## src/rtl/div_clk_monitor_pkg.sv

```systemverilog
// div_clk_monitor_pkg: types and constants shared by the divided-clock monitor.
//   state_e     - monitor state (idle / acquiring / locked)
//   timeout_cnt - counter value at which a missing edge is declared a timeout
package div_clk_monitor_pkg;

  typedef enum logic [1:0] {
    StIdle,
    StAcquire,
    StLocked
  } state_e;

  // Width of the consecutive-match counter; lock thresholds are limited to 1..15.
  localparam int unsigned MatchW = 4;

  // Largest value representable in cnt_w bits (2^cnt_w - 1).
  function automatic int unsigned timeout_cnt(input int unsigned cnt_w);
    return (32'd1 << cnt_w) - 32'd1;
  endfunction

endpackage

```

## src/rtl/div_clk_monitor_sync_edge_det.sv

```systemverilog
// div_clk_monitor_sync_edge_det: synchronizes an asynchronous clock-like signal
// into clk_in and flags its rising edges.
//   clk_in   - sampling clock
//   rst      - asynchronous active-high reset, clears the whole chain
//   async_in - asynchronous input
//   sync     - synchronized level (last stage of the chain)
//   rise     - one-cycle pulse: sync is 1 and was 0 on the previous cycle
module div_clk_monitor_sync_edge_det #(
  parameter int unsigned SYNC_STAGES = 2
) (
  input  logic clk_in,
  input  logic rst,
  input  logic async_in,
  output logic sync,
  output logic rise
);

  logic [SYNC_STAGES-1:0] chain_q;
  logic                   prev_q;

  always_ff @(posedge clk_in or posedge rst) begin
    if (rst) begin
      chain_q <= '0;
      prev_q  <= 1'b0;
    end else begin
      chain_q <= {chain_q[SYNC_STAGES-2:0], async_in};
      prev_q  <= chain_q[SYNC_STAGES-1];
    end
  end

  assign sync = chain_q[SYNC_STAGES-1];
  assign rise = chain_q[SYNC_STAGES-1] & ~prev_q;

endmodule

```

## src/rtl/div_clk_monitor.sv

```systemverilog
// div_clk_monitor: measures period and high time of a divided clock in clk_in
// cycles, declares lock after LOCK_CNT repeats of the first measurement, and
// flags lock loss or a stopped clock.
//   clk_in     - measurement clock
//   rst        - asynchronous active-high reset
//   div_clk    - divided clock under test (asynchronous)
//   period     - last measured period
//   high_time  - cycles div_clk was high during the last measured period
//   meas_valid - one-cycle pulse when period/high_time update
//   locked     - high while measurements are stable
//   err        - one-cycle pulse on lock loss, timeout or duty fault
// Build option: define DIV_DUTY_CHECK_EN to require 50% duty for lock.
module div_clk_monitor
  import div_clk_monitor_pkg::*;
#(
  parameter int unsigned CNT_W       = 8,
  parameter int unsigned LOCK_CNT    = 4,
  parameter int unsigned SYNC_STAGES = 2
) (
  input  logic             clk_in,
  input  logic             rst,
  input  logic             div_clk,
  output logic [CNT_W-1:0] period,
  output logic [CNT_W-1:0] high_time,
  output logic             meas_valid,
  output logic             locked,
  output logic             err
);

  // Timeout fires on the cycle cnt would step onto the all-ones value, so an
  // edge at a full 2^CNT_W-1 period is still measured (edge takes priority).
  localparam logic [CNT_W-1:0]  CntLast = CNT_W'(timeout_cnt(CNT_W) - 32'd1);
  localparam logic [MatchW-1:0] LockN   = MatchW'(LOCK_CNT);

  logic              sync, rise;
  logic              meas, timeout, duty_ok;
  logic [CNT_W-1:0]  new_period;
  state_e            state_q, state_d;
  logic [CNT_W-1:0]  cnt_q, cnt_d, hcnt_q, hcnt_d;
  logic [CNT_W-1:0]  period_q, period_d, high_q, high_d, prev_q, prev_d;
  logic [MatchW-1:0] match_q, match_d;
  logic              have_prev_q, have_prev_d;
  logic              mv_q, mv_d, err_q, err_d;

  div_clk_monitor_sync_edge_det #(
    .SYNC_STAGES(SYNC_STAGES)
  ) u_sync (
    .clk_in  (clk_in),
    .rst     (rst),
    .async_in(div_clk),
    .sync    (sync),
    .rise    (rise)
  );

  assign new_period = cnt_q + 1'b1;
  assign meas       = rise && (state_q != StIdle);
  assign timeout    = !rise && (cnt_q == CntLast);

`ifdef DIV_DUTY_CHECK_EN
  assign duty_ok = ({hcnt_q, 1'b0} == {1'b0, new_period});
`else
  assign duty_ok = 1'b1;
`endif

  always_comb begin
    cnt_d = (rise || timeout) ? '0 : cnt_q + 1'b1;
    // hcnt saturates so a stuck-high input cannot wrap it.
    if (rise)                      hcnt_d = CNT_W'(1);
    else if (sync && ~&hcnt_q)     hcnt_d = hcnt_q + 1'b1;
    else                           hcnt_d = hcnt_q;
  end

  always_comb begin
    state_d     = state_q;
    match_d     = match_q;
    prev_d      = prev_q;
    have_prev_d = have_prev_q;
    period_d    = period_q;
    high_d      = high_q;
    mv_d        = meas;
    err_d       = 1'b0;

    if (meas) begin
      period_d = new_period;
      high_d   = hcnt_q;
    end

    unique case (state_q)
      StIdle: begin
        if (rise) begin
          state_d     = StAcquire;
          match_d     = '0;
          have_prev_d = 1'b0;
        end
      end
      StAcquire: begin
        if (meas) begin
          if (have_prev_q && new_period == prev_q && duty_ok) begin
            match_d = match_q + 1'b1;
            if (match_d == LockN) state_d = StLocked;
          end else begin
            match_d     = '0;
            prev_d      = new_period;
            have_prev_d = 1'b1;
          end
        end
      end
      StLocked: begin
        if (meas && (new_period != prev_q || !duty_ok)) begin
          err_d   = 1'b1;
          state_d = StAcquire;
          match_d = '0;
          prev_d  = new_period;
        end
      end
      default: state_d = StIdle;
    endcase

    if (timeout) begin
      state_d     = StIdle;
      match_d     = '0;
      have_prev_d = 1'b0;
      err_d       = 1'b1;
    end
  end

  always_ff @(posedge clk_in or posedge rst) begin
    if (rst) begin
      state_q     <= StIdle;
      cnt_q       <= '0;
      hcnt_q      <= '0;
      period_q    <= '0;
      high_q      <= '0;
      prev_q      <= '0;
      match_q     <= '0;
      have_prev_q <= 1'b0;
      mv_q        <= 1'b0;
      err_q       <= 1'b0;
    end else begin
      state_q     <= state_d;
      cnt_q       <= cnt_d;
      hcnt_q      <= hcnt_d;
      period_q    <= period_d;
      high_q      <= high_d;
      prev_q      <= prev_d;
      match_q     <= match_d;
      have_prev_q <= have_prev_d;
      mv_q        <= mv_d;
      err_q       <= err_d;
    end
  end

  assign period     = period_q;
  assign high_time  = high_q;
  assign meas_valid = mv_q;
  assign locked     = (state_q == StLocked);
  assign err        = err_q;

endmodule

```

## config.mk

```make
export PLATFORM = sky130hd
export DESIGN_NAME = div_clk_monitor
export DESIGN_NICKNAME = d
export VERILOG_FILES = /design/src/rtl/div_clk_monitor_pkg.sv /design/src/rtl/div_clk_monitor_sync_edge_det.sv /design/src/rtl/div_clk_monitor.sv
export SDC_FILE = /design/constraint.sdc
export NUM_CORES = 1
export LEC_CHECK = 0
export ABC_AREA = 1
export BUFFER_PORTS_ARGS = -buffer_cell sky130_fd_sc_hd__buf_2
export CAP_MARGIN = 10
export CORE_MARGIN = 3
export CORE_UTILIZATION = 53
export DETAILED_ROUTE_END_ITERATION = 7
export PLACE_DENSITY_LB_ADDON = 0.05
export SYNTH_ARGS = -nofsm -noshare
export SYNTH_HDL_FRONTEND = slang
export SYNTH_SLANG_ARGS = --single-unit
```

## constraint.sdc

```tcl
create_clock -name clk_in -period 2.1 [get_ports clk_in]
set_input_delay 0.105 -clock clk_in [delete_from_list [all_inputs] [get_ports clk_in]]
set_output_delay 0.105 -clock clk_in [all_outputs]
set_load 0.05 [all_outputs]
```

==> impl_results.md, run 1 <==
- Outcome: finished clean
- Critical path class: flop to flop
- Root buffer cell: clkbuf_8
- Synthesis-stage register bit count: 52
- Most common cell after layout, fill and taps aside: nand2_1
- Endpoints failing setup: 0
- CP endpoint kind: flop
- P&R area growth vs syn: 21.4%
- Nets: 357
- Rows: 24
- CTS clk-pin slew, worst paths: approximately 0.09 ns
- Most frequent cells in the layout: nand2_1, dfrtp_1, inv_1, nor2_1, o21ai_0
- Fin crit period: 2.07 ns
- DIE WIDTH: 74.8 µm
- 1st-pass router iterations: 4
- Initial core utilization: 0.560
- Placed cell count: 388
- Final-report hold violation count: 0
- Initial antenna violation count: 0
- Nature of the critical path startpoint: flop
- Cell Area, Synth: between 2000 and 3000 µm²
- Syn nets: 317
- CP cell instances: buf_6 -> nand2_4 -> nor2_4 -> nand2_2 -> nand2_2 -> nand3_2 -> nand2_2 -> nand2_2 -> nor2_4 -> nand2_4 -> o21ai_4 -> buf_6 -> nand3_4 -> nand2_2
- Post-synth EDFFs: 0
- CTS tree: done
- First-pass GRT wire length: around 8.8 mm
- Worst-skew pair later-pin latency: 0.30 ns
- CTS H-tree depth: 2
- Post-synth ARST share: 1.00
- Total wire length: between 5 and 6 mm
- Core Area: 4470 µm²
- Post-synthesis sequential area ratio: 0.519
- Post-DP HPWL: roughly 3.7 mm
- Final Skew: 0.0103 ns
- I/O pin total: 22
- Library cells used by synthesis: 26
- TritonCTS Buffers: 5
- Warning count from the yosys run: 0
- Wirelength per Cell: 12.9 µm
- RD Place Congestion: 0.851
- Slowest-stage cell, CP: dfrtp_2
- Grt total ovfl: 0
- Tightest Hold Check Type: input port to asynchronous set/reset pin
- DP Area: 2730 µm²
- R2R setup slack: about 0.028 ns
- Post-Layout Cell Count: between 400 and 500
- Height of the die: 74.8 µm
- CP max FO: 7
- VDD IR max: a little under 0.0007 V
- DR vias/cell: 5.21
- RSZ-0062 raised after global routing: yes
- Diode count: 0
- Largest net degree at the start of global routing: 32
- Most used cell, CP: nand2_2
- Synth Flop Type: dfrtp_1
- Slowest stage delay, CP: about 0.45 ns
- CP delay by family, top: simple AND/OR/NAND/NOR gates
- # fillers: 355
- Final period utilization: 0.987
- WP buf/inv: 2
- Syn Inst Count: 309
- Data arrival, critical path: approximately 2.3 ns
- Max Transition Viols Final: 0
- Vias in the first global route: 2006
- Clock tree buffer depth: 2
- Num Clock Sinks: 52
- Port bufs: 21
- Share of cells above drive strength 1: 0.246
- Worst rel slew slack: 0.457
- Max Cap Viol: 0
- Total GRT Usage: 0.204
- Pwr dens: 1080 nW/µm²
- Worst slew pin tran: a little over 0.8 ns
- Post-route cell area: 3040 µm²
- Util after Layout: 0.680
- Leak: between 0.0015 and 0.002 µW
- CP required: 2.35 ns
- Iter 0 DRT Violations: between 100 and 150
- Remaining DRCs: 0
- Syn Area/Cell: approximately 8 µm²
- DR vias: between 2000 and 2500
- Total die area: 5590 µm²
- Routed Antenna Nets: 0
- Peak Freq: just under 0.5 GHz
-- worst register-to-register path, cell delays in order, from the launching register on --
cell and delay, ns:
dfrtp_2 0.45, buf_6 0.13, nand2_4 0.05, nor2_4 0.18, nand2_2 0.08, nand2_2 0.10, nand3_2 0.07, nand2_2 0.07
nand2_2 0.06, nor2_4 0.16, nand2_4 0.09, o21ai_4 0.24, buf_6 0.19, nand3_4 0.08, nand2_2 0.06
-- repair_timing --
item                                   in CTS  in global routing
gates cloned                                0                  1
hold buffers                                2                  0
resized for setup                           3                 37
pin swaps                                   0                 19
setup endpoints to repair                  11                 14
buffers inserted                            0                  3
endpoints found under the hold margin      20                  0
-- final timing paths --
check,endpoint,from,depth (start not counted)
setup / recovery,prev_q[0],cnt_q[0],14
hold / removal,prev_q[0],rst,3
setup reg to reg,prev_q[0],cnt_q[0],14
hold reg to reg,u_sync.chain_q[1],u_sync.chain_q[0],0
max in group asynchronous,high_time[6],rst,4
min in group clk_in,u_sync.chain_q[1],u_sync.chain_q[0],0
-- area by class of cell --
class                      count  area [µm²]  share of cell area
clock inverter                 2        10.0             0.00329
sequential                    52        1300               0.428
inverter                      39         146              0.0481
tap                           52        65.1              0.0214
multi-input combinational    216        1210               0.398
clock buffer                   6        82.6              0.0271
timing repair buffer          35         223              0.0732
-- cell families (layout without fill, tap and decap cells) --
logic type,Yosys count,after routing,share of synthesized area
DFF,52,52,0.519
AOI/OAI and AO/OA,32,32,0.0719
and+or+nand+nor,174,175,0.307
adders and majority gates,5,5,0.0250
buffers and inverters,42,82,0.0629
xor gates and xnor gates,4,4,0.0140
-- stage by stage --
step | setup slack, ns | power [µW] | hold WS (ns) | setup TNS, ns
4_1_cts | 0.0104 | 3140 | 0.356 | 0
3_5_place_dp | -0.0665 | 2550 | 0.137 | -0.321
2_1_floorplan | 0.0863 | 2250 | 0.136 | 0
5_1_grt | -0.0972 | 3540 | 0.375 | -0.748
6_report | 0.0279 | 3300 | 0.344 | 0
3_3_place_gp | -0.00824 | 2530 | 0.132 | -0.0225
-- power by group --
part           total, µW  switching [µW]  internal [µW]
logic               1350             917            434
registers           1380             175           1200
clock network        574             311            263
-- registers in the layout, indices dropped and copies added, names as in the netlist --
| register | cells |
|---|---|
| period | 8 |
| meas_valid | 1 |
| prev_q | 8 |
| high_time | 8 |
| err | 1 |
| have_prev_q | 1 |
| u_sync.prev_q | 1 |
| hcnt_q | 8 |
| u_sync.chain_q | 2 |
| state_q | 2 |
| cnt_q | 8 |
| match_q | 4 |
-- cells in the mapped netlist, types with 2 or more instances --
library cell  number  area, µm²
nand2_1           87        327
dfrtp_1           52       1300
inv_1             38        143
nand3_1           31        155
nor2_1            31        116
o21ai_0           23        115
nand2_2            6       37.5
a21oi_1            5       25.0
ha_1               5       62.6
nor3_1             5       25.0
nand4_1            4       25.0
clkbuf_1           3       11.3
nand3_2            2       20.0
nand3b_1           2       15.0
nor2_2             2       12.5
xnor2_1            2       17.5
xor2_1             2       17.5
-- layer usage --
metal	up-vias	global-route usage	wire, µm
met4	0	0.0593	85
li1	1057	-	-
met1	986	0.259	2390
met2	41	0.344	2520
met5	-	0	0
met3	10	0.0521	192
Note: power is estimated with default switching activity, not from simulation.
==> inputs of run 2 (changes only) <==
--- a/config.mk
+++ b/config.mk
@@ -9,9 +9,11 @@
 export BUFFER_PORTS_ARGS = -buffer_cell sky130_fd_sc_hd__buf_2
 export CAP_MARGIN = 10
 export CORE_MARGIN = 3
-export CORE_UTILIZATION = 53
+export CORE_UTILIZATION = 63
 export DETAILED_ROUTE_END_ITERATION = 7
+export HOLD_SLACK_MARGIN = 0.08
 export PLACE_DENSITY_LB_ADDON = 0.05
 export SYNTH_ARGS = -nofsm -noshare
 export SYNTH_HDL_FRONTEND = slang
+export SYNTH_HIERARCHICAL = 1
 export SYNTH_SLANG_ARGS = --single-unit
==> constraint.sdc (replaced) <==
create_clock -name clk_in -period 2.6 [get_ports clk_in]
set_input_delay 0.13 -clock clk_in [delete_from_list [all_inputs] [get_ports clk_in]]
set_output_delay 0.13 -clock clk_in [all_outputs]
set_load 0.05 [all_outputs]
==> run 2 against run 1 <==
- fmax down 4.4%
- area after synthesis up 4.5%
- worst hold slack lost 0.11 ns
- synthesized cell count increased by 3.6%
- register-to-register slack gained 0.40 ns
- combinational power fell by 30%
- wire length grew 0.79%
- worst setup slack gained 0.40 ns
- global-route usage up 3.7 points
- non-clock buffer count down 10
- flip-flop and latch count unchanged
- clock power shrank 5.4%
- critical endpoint unchanged
- largest cell class unchanged
==> impl_results.md, run 2 <==
- CP required: 2.80 ns (+0.45 ns)
- Post-Synth XOR/XNOR Area: 0.00669 (-0.00729)
- Setup TNS: 0 ns (unchanged)
- Post-synth ARST share: 1.00 (unchanged)
- Num Clock Sinks: 52 (unchanged)
- Most frequent cells in the layout: nand2_1, dfrtp_1, inv_1, o21ai_0
- Initial core utilization: 0.685 (+0.125)
- Outcome: finished clean
- Port bufs: 21 (unchanged)
- Synth area leader: dfrtp_1
- Synth Area in Simple Gates: 0.316 (+0.00910)
- Post-synth top area share: 0.497 (-0.0226)
- Post-Synth Adder-Cell Area: 0.0239 (-0.00108)
- Count leader, synth: nand2_1
- CTS Hold Bufs: 2 (unchanged)
- Max Transition Viols Final: 0 (unchanged)
- Syn Inst Count: 320 (+3.6%)
- Routed Antenna Nets: 0 (unchanged)
- CTS tree: done
- Most common cell after layout, fill and taps aside: nand2_1
- Grt total ovfl: 0 (unchanged)
- Largest family of logic cells by synthesized area: simple AND/OR/NAND/NOR gates
- R2R setup slack: 0.43 ns (+0.40 ns)
- DP Area: 2780 µm² (+1.8%)
- DR vias: 2116 (+1.1%)
- Post-DP HPWL: 3.88 mm (+4.8%)
- Post-cts gate resize count: 0 (-3)
- Synth Flop Type: dfrtp_1
- Net Switching: 1070 µW (-24%)
- Final period utilization: 0.834 (-0.153)
- Rows: 22 (-8.3%)
- Share of cells above drive strength 1: 0.198 (-0.0480)
- Logic pwr share: 0.369 (-0.040)
- Worst slew pin tran: 1.01 ns (+0.191 ns)
- Setup Buffers After CTS: 0 (unchanged)
- CTS H-tree depth: 2 (unchanged)
- RD Place Congestion: 0.902 (+6.0%)
- Final-report hold violation count: 0 (unchanged)
- RR Startpoint: cnt_q[0]
- # fillers: 284 (-20%)
- 1st-pass router iterations: 4 (unchanged)
- RSZ-0062 raised after global routing: no
- Post-synthesis sequential area ratio: 0.497 (-0.0226)
- Post-route cell area: 2910 µm² (-4.3%)
- Endpoints failing setup: 0 (unchanged)
- R2R depth: 13 (-1)
- Total wire length: 5.23 mm (+0.79%)
- Total die area: 4970 µm² (-11%)
- Top cells by area, synth: dfrtp_1, nand2_1, inv_1
- Wirelength per Cell: 13.2 µm (+2.1%)
- Final Skew: 0.00910 ns (-0.00122 ns)
- Library cells used by synthesis: 27 (+3.8%)
- Total GRT Usage: 0.241 (+0.0369)
- I/O pin total: 22 (unchanged)
- Worst-skew pair later-pin latency: 0.31 ns (about the same)
- Fin crit period: 2.17 ns (+0.0956 ns)
- Post-synth EDFFs: 0 (unchanged)
- Data arrival, critical path: 2.37 ns (+0.05 ns)
- Remaining DRCs: 0 (unchanged)
- Synth top cells by count: nand2_1, dfrtp_1, inv_1
- CTS clk-pin slew, worst paths: 0.09 ns (about the same)
- Syn nets: 328 (+3.5%)
- First-pass GRT wire length: 9.60 mm (+9.0%)
- Critical path class: flop to flop
- Synth Area in Compound Gates: 0.0836 (+0.0117)
- Largest net degree at the start of global routing: 50 (+56%)
- Pwr dens: 884 nW/µm² (-19%)
- Leak: 0.00153 µW (-1.4%)
- Clock power frac: 0.211 (+0.037)
- Cell Area, Synth: 2620 µm² (+4.5%)
- Warning count from the yosys run: 6 (+6)
- P&R area growth vs syn: 11.2%
- Initial antenna violation count: 0 (unchanged)
- Share of power burned in registers: 0.420 (+0.003)
- Clock tree buffer depth: 2 (unchanged)
- CP endpoint kind: flop
- Tightest Hold Check Type: input port to asynchronous set/reset pin
- Root buffer cell: clkbuf_8
- Diode count: 0 (unchanged)
- Internal power: 1500 µW (-21%)
- Post-synthesis mux area share: 0 (unchanged)
- R2r endpoint: prev_q[0]
- CP max FO: 14 (+7)
- Nature of the critical path startpoint: flop
- TritonCTS Buffers: 5 (unchanged)
- Net Sw Frac: 0.417 (-0.00828)
- Synthesis-stage register bit count: 52 (unchanged)
- Nets: 356 (-0.28%)
- DR vias/cell: 5.33 (+2.3%)
- VDD IR max: 0.000540 V (-20%)
- Iter 0 DRT Violations: 177 (+69%)
- Height of the die: 70.5 µm (-5.7%)
- Peak Freq: 0.461 GHz (-4.4%)
- Worst rel slew slack: 0.329 (-0.128)
- Vias in the first global route: 2200 (+9.7%)
- DIE WIDTH: 70.5 µm (-5.7%)
- Core Area: 3830 µm² (-14%)
- Max Cap Viol: 0 (unchanged)
- Syn Area/Cell: 8.19 µm² (+0.95%)
[run 2: cell types whose count changed after synthesis, sizes merged, moves of 2 or more]
cell,before,now
inv,38,43
nand2,94,103
nand3,33,27
nand4,4,8
nor2,34,29
o21ai,25,33
or2,0,2
xor2,2,0
[run 2: kinds of logic after synthesis]
group,Yosys count
XOR/XNOR,2
flip-flops,52
adder cells (fa/ha/maj),5
AO/OA/AOI/OAI,38
AND/OR/NAND/NOR,174
buffers and inverters,49
[run 2: layout make-up]
class                           instances  area, µm²  share of cell area
Sequential cell                        52       1300               0.447
Multi-Input combinational cell        219       1130               0.388
Inverter                               45        169              0.0580
Timing Repair Buffer                   25        140              0.0481
Clock buffer                            5       68.8              0.0236
Tap cell                               48       60.1              0.0206
Clock inverter                          3       42.5              0.0146
[run 2: worst max path at each step]
stage          startpoint   endpoint  slack, ns
2_1_floorplan    cnt_q[0]  prev_q[4]       0.66
3_3_place_gp     cnt_q[0]  prev_q[0]       0.54
3_5_place_dp     cnt_q[0]  prev_q[0]       0.47
4_1_cts          cnt_q[0]  prev_q[0]       0.44
5_1_grt          cnt_q[0]  prev_q[3]       0.16
6_report         cnt_q[0]  prev_q[0]       0.43
[run 2: worst max-delay path: stages (launching register included)]
cell,delay (ns)
dfrtp_1,0.46
ha_1,0.27
nand2_1,0.20
nor2_4,0.06
nand2_2,0.08
nand2_2,0.08
nand2_1,0.10
nand3_1,0.14
nor2_4,0.17
nand3_2,0.12
nand3_4,0.10
nand2_4,0.13
nand2_1,0.11
nand2_1,0.06
[run 2: through the flow]
step                hold WS [ns]   util  instances  power, µW  setup slack [ns]
finish                     0.233  0.761        397       2570             0.432
detailed placement        0.0141  0.727        387       2040             0.474
floorplan                 -0.116      -        320       1830             0.663
global route               0.244  0.761        397       2750             0.162
global placement         0.00917  0.727        387       2010             0.535
CTS                        0.224  0.761        397       2590             0.438
[run 2: power by group through the flow]
stage	Sequential (µW)	Clock (µW)	Combinational [µW]
floorplan	1280	0	546
global placement	1090	0	924
detailed placement	1100	0	949
CTS	1080	557	955
global route	1110	586	1050
finish	1080	543	950
[run 2: per-layer routing]
layer  track usage  share of wire  vias to the layer above
met5             0              0                        -
met4        0.0830          0.018                        0
met3        0.0460          0.051                        9
met2         0.390           0.47                       51
met1         0.323           0.46                      984
li1              -              -                     1072
